[config.mk]
export PLATFORM = sky130hd
export DESIGN_NAME = reg_scoreboard
export DESIGN_NICKNAME = d
export VERILOG_FILES = /design/src/rtl/reg_scoreboard_pkg.sv /design/src/rtl/reg_scoreboard_sb_counter.sv /design/src/rtl/reg_scoreboard.sv
export SDC_FILE = /design/constraint.sdc
export NUM_CORES = 1
export LEC_CHECK = 0
export BUFFER_PORTS_ARGS = -buffer_cell sky130_fd_sc_hd__buf_2
export CORE_MARGIN = 2
export CORE_UTILIZATION = 42
export DETAILED_ROUTE_END_ITERATION = 6
export GPL_ROUTABILITY_DRIVEN = 0
export PLACE_DENSITY_LB_ADDON = 0.1
export SLEW_MARGIN = 20
export SYNTH_ARGS = -nofsm -noshare
export SYNTH_HDL_FRONTEND = slang
export SYNTH_SLANG_ARGS = --single-unit
[constraint.sdc]
create_clock -name clk -period 3.1 [get_ports clk]
set_input_delay 0.465 -clock clk [delete_from_list [all_inputs] [get_ports clk]]
set_output_delay 0.465 -clock clk [all_outputs]
set_load 0.005 [all_outputs]
[src/rtl/reg_scoreboard_pkg.sv]
// Shared constants and helpers for the register scoreboard and the forwarding logic.
package reg_scoreboard_pkg;
    localparam int NREG  = 16;
    localparam int REG_W = 4;
    localparam int CNT_W = 2;

    function automatic int sat_limit(input int width);
        return (1 << width) - 1;
    endfunction

    localparam int CNT_LIMIT = sat_limit(CNT_W);

    function automatic logic [NREG-1:0] reg_onehot(input logic [REG_W-1:0] idx);
        return NREG'(1) << idx;
    endfunction
endpackage

[src/rtl/reg_scoreboard_sb_counter.sv]
// One register's pending-write counter: saturating up/down with error pulses.
module sb_counter
    import reg_scoreboard_pkg::*;
#(
    parameter int WIDTH = reg_scoreboard_pkg::CNT_W
) (
    input  logic clk,
    input  logic rst_n,
    input  logic inc,
    input  logic dec,
    output logic busy,
    output logic ovf,
    output logic unf
);
    localparam logic [WIDTH-1:0] LIMIT = WIDTH'(sat_limit(WIDTH));

    logic [WIDTH-1:0] cnt;

    // A simultaneous issue and retire cancel out, even at either bound.
    assign ovf  = inc & ~dec & (cnt == LIMIT);
    assign unf  = dec & ~inc & (cnt == '0);
    assign busy = |cnt;

    always_ff @(posedge clk or negedge rst_n) begin
        if (!rst_n)
            cnt <= '0;
        else if (inc & ~dec & ~ovf)
            cnt <= cnt + 1'b1;
        else if (dec & ~inc & ~unf)
            cnt <= cnt - 1'b1;
    end
endmodule

[src/rtl/reg_scoreboard.sv]
// ID-stage scoreboard: tracks in-flight register writes and raises the RAW hazard stall.
module reg_scoreboard #(
    parameter int NREG  = reg_scoreboard_pkg::NREG,
    parameter int REG_W = reg_scoreboard_pkg::REG_W,
    parameter int CNT_W = reg_scoreboard_pkg::CNT_W
) (
    input  logic             clk,
    input  logic             rst_n,
    input  logic [REG_W-1:0] src1,
    input  logic [REG_W-1:0] src2,
    input  logic             two_src,
    input  logic             forward_en,
    input  logic             issue_valid,
    input  logic [REG_W-1:0] issue_dest,
    input  logic             issue_wb_en,
    input  logic             issue_mem_r,
    input  logic             flush,
    input  logic             wb_valid,
    input  logic [REG_W-1:0] wb_dest,
    output logic             hazard,
    output logic             issue_fire,
    output logic [NREG-1:0]  busy_vec,
    output logic             err_overflow,
    output logic             err_underflow
);
    logic [NREG-1:0] load_flag;
    logic [NREG-1:0] inc_vec;
    logic [NREG-1:0] dec_vec;
    logic [NREG-1:0] ovf_vec;
    logic [NREG-1:0] unf_vec;
    logic            upd;

    // With forwarding only a load still in EXE cannot supply its result in time.
    assign hazard = forward_en
        ? (load_flag[src1] | (two_src & load_flag[src2]))
        : (busy_vec[src1]  | (two_src & busy_vec[src2]));

    assign issue_fire = issue_valid & ~hazard & ~flush;
    assign upd        = issue_fire & issue_wb_en;
    assign inc_vec    = upd      ? NREG'(reg_scoreboard_pkg::reg_onehot(issue_dest)) : '0;
    assign dec_vec    = wb_valid ? NREG'(reg_scoreboard_pkg::reg_onehot(wb_dest))    : '0;

    for (genvar g = 0; g < NREG; g++) begin : g_cnt
        sb_counter #(.WIDTH(CNT_W)) u_cnt (
            .clk   (clk),
            .rst_n (rst_n),
            .inc   (inc_vec[g]),
            .dec   (dec_vec[g]),
            .busy  (busy_vec[g]),
            .ovf   (ovf_vec[g]),
            .unf   (unf_vec[g])
        );
    end

    always_ff @(posedge clk or negedge rst_n) begin
        if (!rst_n) begin
            load_flag     <= '0;
            err_overflow  <= 1'b0;
            err_underflow <= 1'b0;
        end else begin
            load_flag     <= issue_mem_r ? inc_vec : '0;
            err_overflow  <= err_overflow  | (|ovf_vec);
            err_underflow <= err_underflow | (|unf_vec);
        end
    end
endmodule

---- Yosys cells after proc, flatten, opt, wreduce, memory -nomap -nowiden ----
Cells that the tools add are included.
storage, ports and cells
  register bits ........................... 50
  input bits .............................. 25
  word-level logic and storage cells ...... 336
operators by class
  $add $sub $neg .......................... 32
  order comparisons ....................... 2
  eq/ne operators ......................... 16
  shift-type cells ........................ 2
  mux-type cells .......................... 44
  bitwise logic cells ..................... 171
  reductions and logical operators ........ 50
operators by type and width
  kind                                                         count
  bitwise AND 1 bit                                            101
  NOT 1 bit                                                    66
  two-way mux 2 bit                                            32
  two-way mux 16 bit                                           3
  adder 2 x 1 -> 2 bit (second input constant)                 16
  equality test 2 bit (second input constant)                  16
  logical NOT 2 bit                                            16
  nonzero test 2 bit                                           16
  OR reduction 16 bit                                          2
  OR reduction 2 bit                                           16
  << shifter 1 x 4 -> 16 bit (first input constant)            2
  subtractor 2 x 1 -> 2 bit (second input constant)            16
  binary-select mux 1 bit (select 4 bit)                       4
  less-than comparator 4 x 5 -> 1 bit (second input constant)  2
  two-way mux 1 bit                                            5
  bitwise OR 1 bit                                             4

---- Depth between registers and ports, before layout ----
  word-level depth ........................ 18
  gate-level depth with buffers ........... 13
  mapped depth without buffers ............ 10

---- By module ----
From an unflattened synthesis, not the netlist that was laid out.
unflattened totals
  cell total of the unflattened synthesis .. 407
  area total of the unflattened synthesis .. 3803.6 sq um
by module, submodules not included
  module          times used  cells an instance  area an instance (sq um)  sequential area each (sq um)
  sb_counter      16          15                 137.6                     50.0
  reg_scoreboard  1           167                1601.5                    450.4

---- Least setup slack after synthesis ----
Ideal clock, no wire load.
  path type ............................... input to register
  from .................................... input port src2[0]
  to ...................................... register err_underflow
  library setup time ...................... 139 ps
  data arrival time ....................... 2941 ps
  required time ........................... 2961 ps
  setup slack ............................. 21 ps
  stages .................................. 11
  path buffers ............................ 2
  path through ............................ buf_2 -> mux4_2 -> a22oi_1 -> o2111ai_1 -> or3_1 -> o41ai_4 -> buf_6 -> a21o_1 -> o22a_1 -> nand4_1 -> or4_1
between the ends
  cells in the longest elaborated chain, start to end .. 15
  elaborated cells on any way between the ends .. 64
RTL lines
  item                                                              line                                        source
  start, declared                                                   reg_scoreboard.sv:10                        input logic [REG_W-1:0] src2,
  binary-select mux 1 bit (select 4 bit), on equally long branches  reg_scoreboard.sv:36, reg_scoreboard.sv:35
  two-way mux 1 bit, on equally long branches                       reg_scoreboard.sv:36, reg_scoreboard.sv:35
  bitwise AND 1 bit, on equally long branches                       reg_scoreboard.sv:36, reg_scoreboard.sv:35
  bitwise OR 1 bit, on equally long branches                        reg_scoreboard.sv:36, reg_scoreboard.sv:35
  two-way mux 1 bit (*)                                             reg_scoreboard.sv:35                        ? (load_flag[src1] | (two_src & load_flag[src2]))
  NOT 1 bit (*)                                                     reg_scoreboard.sv:38                        assign issue_fire = issue_valid & ~hazard & ~flush;
  bitwise AND 1 bit (*) (2 in series)                               reg_scoreboard.sv:38
  bitwise AND 1 bit (*)                                             reg_scoreboard.sv:39                        assign upd = issue_fire & issue_wb_en;
  two-way mux 16 bit (*)                                            reg_scoreboard.sv:40                        assign inc_vec = upd ? NREG'(reg_scoreboard_pkg::reg_onehot(issue_dest)) : '0;
  NOT 1 bit                                                         reg_scoreboard_sb_counter.sv:21             assign unf = dec & ~inc & (cnt == '0);
  bitwise AND 1 bit (2 in series)                                   reg_scoreboard_sb_counter.sv:21
  OR reduction 16 bit (*)                                           reg_scoreboard.sv:63                        err_underflow <= err_underflow | (|unf_vec);
  bitwise OR 1 bit (*)                                              reg_scoreboard.sv:63
  end signal, assigned                                              reg_scoreboard.sv:63
  end, declared                                                     reg_scoreboard.sv:24                        output logic err_underflow
Every way passes the cells marked *; elsewhere a longest branch is shown, timed or not. The select of a mux whose other input is x is not followed.
A chain may end at the register's enable or synchronous reset.

---- Final worst setup path ----
  from .................................... register g_cnt[9].u_cnt.cnt[1]
  to ...................................... register err_underflow
between the ends
  cells in the longest elaborated chain, start to end .. 16
  elaborated cells on any way between the ends .. 64
RTL lines
  item                                     line                             source
  start, declared                          reg_scoreboard_sb_counter.sv:17  logic [WIDTH-1:0] cnt;
  start signal, assigned                   reg_scoreboard_sb_counter.sv:28  cnt <= cnt + 1'b1;
  start signal, assigned                   reg_scoreboard_sb_counter.sv:30  cnt <= cnt - 1'b1;
  OR reduction 2 bit                       reg_scoreboard_sb_counter.sv:22  assign busy = |cnt;
  binary-select mux 1 bit (select 4 bit)   reg_scoreboard.sv:36             : (busy_vec[src1] | (two_src & busy_vec[src2]));
  two-way mux 1 bit (not written as such)  reg_scoreboard.sv:36
  bitwise AND 1 bit                        reg_scoreboard.sv:36
  bitwise OR 1 bit                         reg_scoreboard.sv:36
  two-way mux 1 bit                        reg_scoreboard.sv:35
  NOT 1 bit                                reg_scoreboard.sv:38
  bitwise AND 1 bit (2 in series)          reg_scoreboard.sv:38
  bitwise AND 1 bit                        reg_scoreboard.sv:39
  two-way mux 16 bit                       reg_scoreboard.sv:40
  NOT 1 bit                                reg_scoreboard_sb_counter.sv:21
  bitwise AND 1 bit (2 in series)          reg_scoreboard_sb_counter.sv:21
  OR reduction 16 bit (*)                  reg_scoreboard.sv:63
  bitwise OR 1 bit (*)                     reg_scoreboard.sv:63
Marked as above.

==> results by stage <==
Status:
- The run finished, with violations left.
- The checks that failed: negative setup slack.

Timing:
- The worst hold slack is 0.144 ns.
- The post-layout minimum cycle time is 3.29 ns.
- The final hold violation count is 0.
- The pin slew with the least headroom to its limit is approximately 0.80 ns.
- The final worst-path setup slack is -0.188 ns.
- The clock arrives with 0.00506 ns of skew.
- The share of the clock period used by the worst path is 106%.
- The number of endpoints failing setup at the final stage is 4.
- The relative max-transition margin is a little under half.
- The achievable frequency is 304 MHz.
- Setup repair after global routing could not meet its margin everywhere.
- The final count of pins violating max slew is 0.

Setup path:
- STA puts the critical path data arrival time at around 3.5 ns.
- The first element of the critical path is g_cnt[9].u_cnt.cnt[1].
- The highest fanout seen on the critical path is 3.
- STA classifies the critical path startpoint as a flip-flop.
- The worst register-to-register path has a setup slack of -0.19 ns.
- The critical path in this run is classified as flip-flop to flip-flop.
- The length in cells of the worst reg-to-reg path is 12.
- The startpoint identified for the worst register-to-register timing path is g_cnt[9].u_cnt.cnt[1].
- The capture point of the worst path is err_underflow.
- The worst register-to-register path ends at err_underflow.
- The required time of the worst setup path is 3.29 ns.
- The endpoint class of the critical path is a flip-flop.

Final layout:
- The number of nets in the layout is 589.
- 0 antenna diodes ended up in the layout.
- Cells fill 58.3% of the core in the end.
- The finished cells cover 5010 um^2.
- The post-route non-filler standard cell count is roughly 670.
- The growth of design area from synthesis to finish is 36.6%.
- The filler cells instantiated in the layout total 809.
- The layout cell share with drive strength beyond 1 is roughly 40%.

GRT:
- The remaining global-route overflow is 0.
- In the global route stage, overall resource usage came out at between 20% and 30%.
- The via count of the first global-routing pass is 3,709.
- Entering global routing, the biggest net connects 25 pins.
- The number of antenna violations at the first check in global routing came to 0.
- The first global-routing pass estimated about 19,000 um of wire.

Detailed routing:
- The routed via count divided by cell count is ~5.7.
- Summed over all layers, the routed wires come to about 12,000 um.
- Before antenna repair, the detailed router went through 5 iterations.
- The final route contains a little under 4,000 vias.
- The number of nets with antenna violations after routing is 0.
- The DRC violations left is 0.
- After the first detailed-routing iteration, the DRC count stood at 288.
- The routed length per instance is approximately 18 um.

Placed design:
- The HPWL reported at the end of detailed placement is 9440 um.
- The total placed instance area is 4580 um^2.
- Buffers placed on the I/O ports in this run total 44.
- The post-placement cell count is between 600 and 700.

Die:
- The I/O pin count is 45.
- The floorplan die area is 9490 um^2.
- After floorplanning, the core was sized to cover 8590 um^2.
- The floorplan has 34 rows.
- The floorplan step set the die width to around 100 um.
- The vertical die dimension is 97.4 um.
- For this configuration, the core starts out at a cell density of ~43%.

Clock network:
- The clock transition time at the flip-flop clock pins of the worst setup and hold paths is 0.10 ns.
- The H-tree depth is 2.
- The tree is rooted in a clkbuf_8.
- The clock passes through at most 2 buffers.
- The later-pin clock latency in the skew report is 0.32 ns.
- The clock sink count is 50.
- Buffers inserted during clock tree synthesis total 5.
- TritonCTS built the clock tree.

Min path:
- The class of the tightest hold or removal check is input port to async pin.

Synthesis:
- Summing the areas of all and, or, nand and nor instances in the mapped netlist gives 28.2% of the synthesized area.
- The count of synthesis-stage warnings from yosys is 0.
- The xor-xnor portion of the synthesized cell area is 0%.
- The arithmetic-cell share of the synthesized area counting full adders, half adders and majority gates is 0%.
- The combinational family with the most area after synthesis is simple AND/OR/NAND/NOR gates.
- Of the synthesized area, sequential elements account for 34.1%.
- When the netlist entered floorplanning its net count stood at 455.
- dfrtp_1 takes more of the synthesized area than any other cell.
- The post-synthesis instance area is 3670 um^2.
- The synthesized instance count is 430.
- The leading register cell type out of synthesis is dfrtp_1.
- Of all flip-flops after synthesis, the portion carrying an async set or reset was 100%.
- The multiplexer share of the synthesized area is 9.69%.
- The count of different cell masters after synthesis is between 60 and 70.
- The post-synthesis register bit count is 50.
- The number of enable flip-flop cells after synthesis is 0.
- Yosys attributes the largest share of cell area to dfrtp_1 (34%), mux4_2 (8.6%), nand2_1 (5.0%).
- The top cell type by area accounts for 34.1% of the synthesized area.
- The complex-gate fraction of the synthesized area is between 10% and 20%.
- A synthesized cell averages 8.53 um^2.

Flow run:
- The tool flagged a number of max-cap violations equal to 0.

Power:
- The worst-case vdd ir drop is 275 uV.
- Summing internal, switching and leakage power gives slightly above 2000 uW.
- Dividing total power by cell area gives a power density of 402 nW/um^2.
- The static leakage is 0.00232 uW.
[cells in the mapped netlist, types with 8 or more instances]
cell	n
dfrtp_1	50
nand2_1	49
nor2_1	34
a21oi_1	31
nand3_1	23
inv_1	22
nor3_1	17
buf_4	16
o21ai_0	16
mux4_2	14
and3_1	13
clkbuf_1	13
and2_1	9
or2_2	9
nor3b_1	8
o211ai_1	8
[how the worst min path moves through the flow]
stage,endpoint,slack [ns],cells past startpoint
2_1_floorplan,err_overflow,0.17,0
3_3_place_gp,g_cnt[12].u_cnt.cnt[1],0.50,1
3_5_place_dp,g_cnt[12].u_cnt.cnt[1],0.51,1
4_1_cts,g_cnt[12].u_cnt.cnt[1],0.16,1
5_1_grt,g_cnt[12].u_cnt.cnt[0],0.19,1
6_report,g_cnt[12].u_cnt.cnt[1],0.14,1
[through the flow]
stage               setup WS, ns  setup TNS, ns
floorplan                 0.0205              0
CTS                       -0.135         -0.288
global route              -0.321          -1.88
finish                    -0.188         -0.569
global placement          -0.323          -1.12
detailed placement        -0.376          -1.49
[routing by layer]
layer	vias up	share of wire, %	GRT usage [%]
met4	0	2.1	8.55
met2	119	48	41.0
met1	1895	45	34.5
met3	17	5.0	4.24
li1	1832	-	-
met5	-	0	0
[cells in the final DEF, fill, tap and decap left out, types with 12 or more instances in the layout]
cell     synthesis  layout
buf_4           16     109
dfrtp_1         50      50
nand2_1         49      45
buf_2            5      43
nor2_1          34      33
a21oi_1         31      30
inv_1           22      22
nand3_1         23      20
mux4_2          14      14
nor3_1          17      12
and3_1          13      12
[power by group]
part | internal [uW] | switching (uW) | total, uW
combinational | 386 | 398 | 784
clock | 240 | 245 | 485
sequential | 713 | 31.1 | 744
total | 1340 | 674 | 2010
[cells by family after synthesis]
group,Yosys count
compound gates,103
buf+inv,59
flops,50
mux,18
simple gates,200
[state kept, by name, indices dropped and copies added (netlist names)]
register / count
err_underflow: 1
err_overflow: 1
g_cnt.u_cnt.cnt: 32
load_flag: 16
[layout make-up]
class                           count  area, um^2  share of cell area (%)
Clock buffer                        5        68.8                    1.37
Clock inverter                      3        45.0                   0.899
Timing Repair Buffer              164        1180                    23.5
Inverter                           22        82.6                    1.65
Sequential cell                    50        1250                    25.0
Tap cell                          108         135                    2.70
Multi-Input combinational cell    321        2250                    44.9
[critical path: stages, from the launching register on]
cell and delay, ns:
dfrtp_1 0.39, or2_4 0.28, buf_6 0.13, mux4_2 0.48
nand3b_1 0.11, o211ai_1 0.12, buf_4 0.16, o41ai_4 0.40
buf_4 0.21, a21oi_4 0.06, a22oi_2 0.21, nand4_1 0.11
or4_1 0.50
[what timing repair did]
action                     in CTS  in global routing
buffers inserted               11                  5
gates resized for setup        13                 33
pin swaps                      15                 12
cloned                          1                  1
setup endpoints to repair      13                 14
hold buffers                    0                  0
Power figures use the tool's default switching activity.
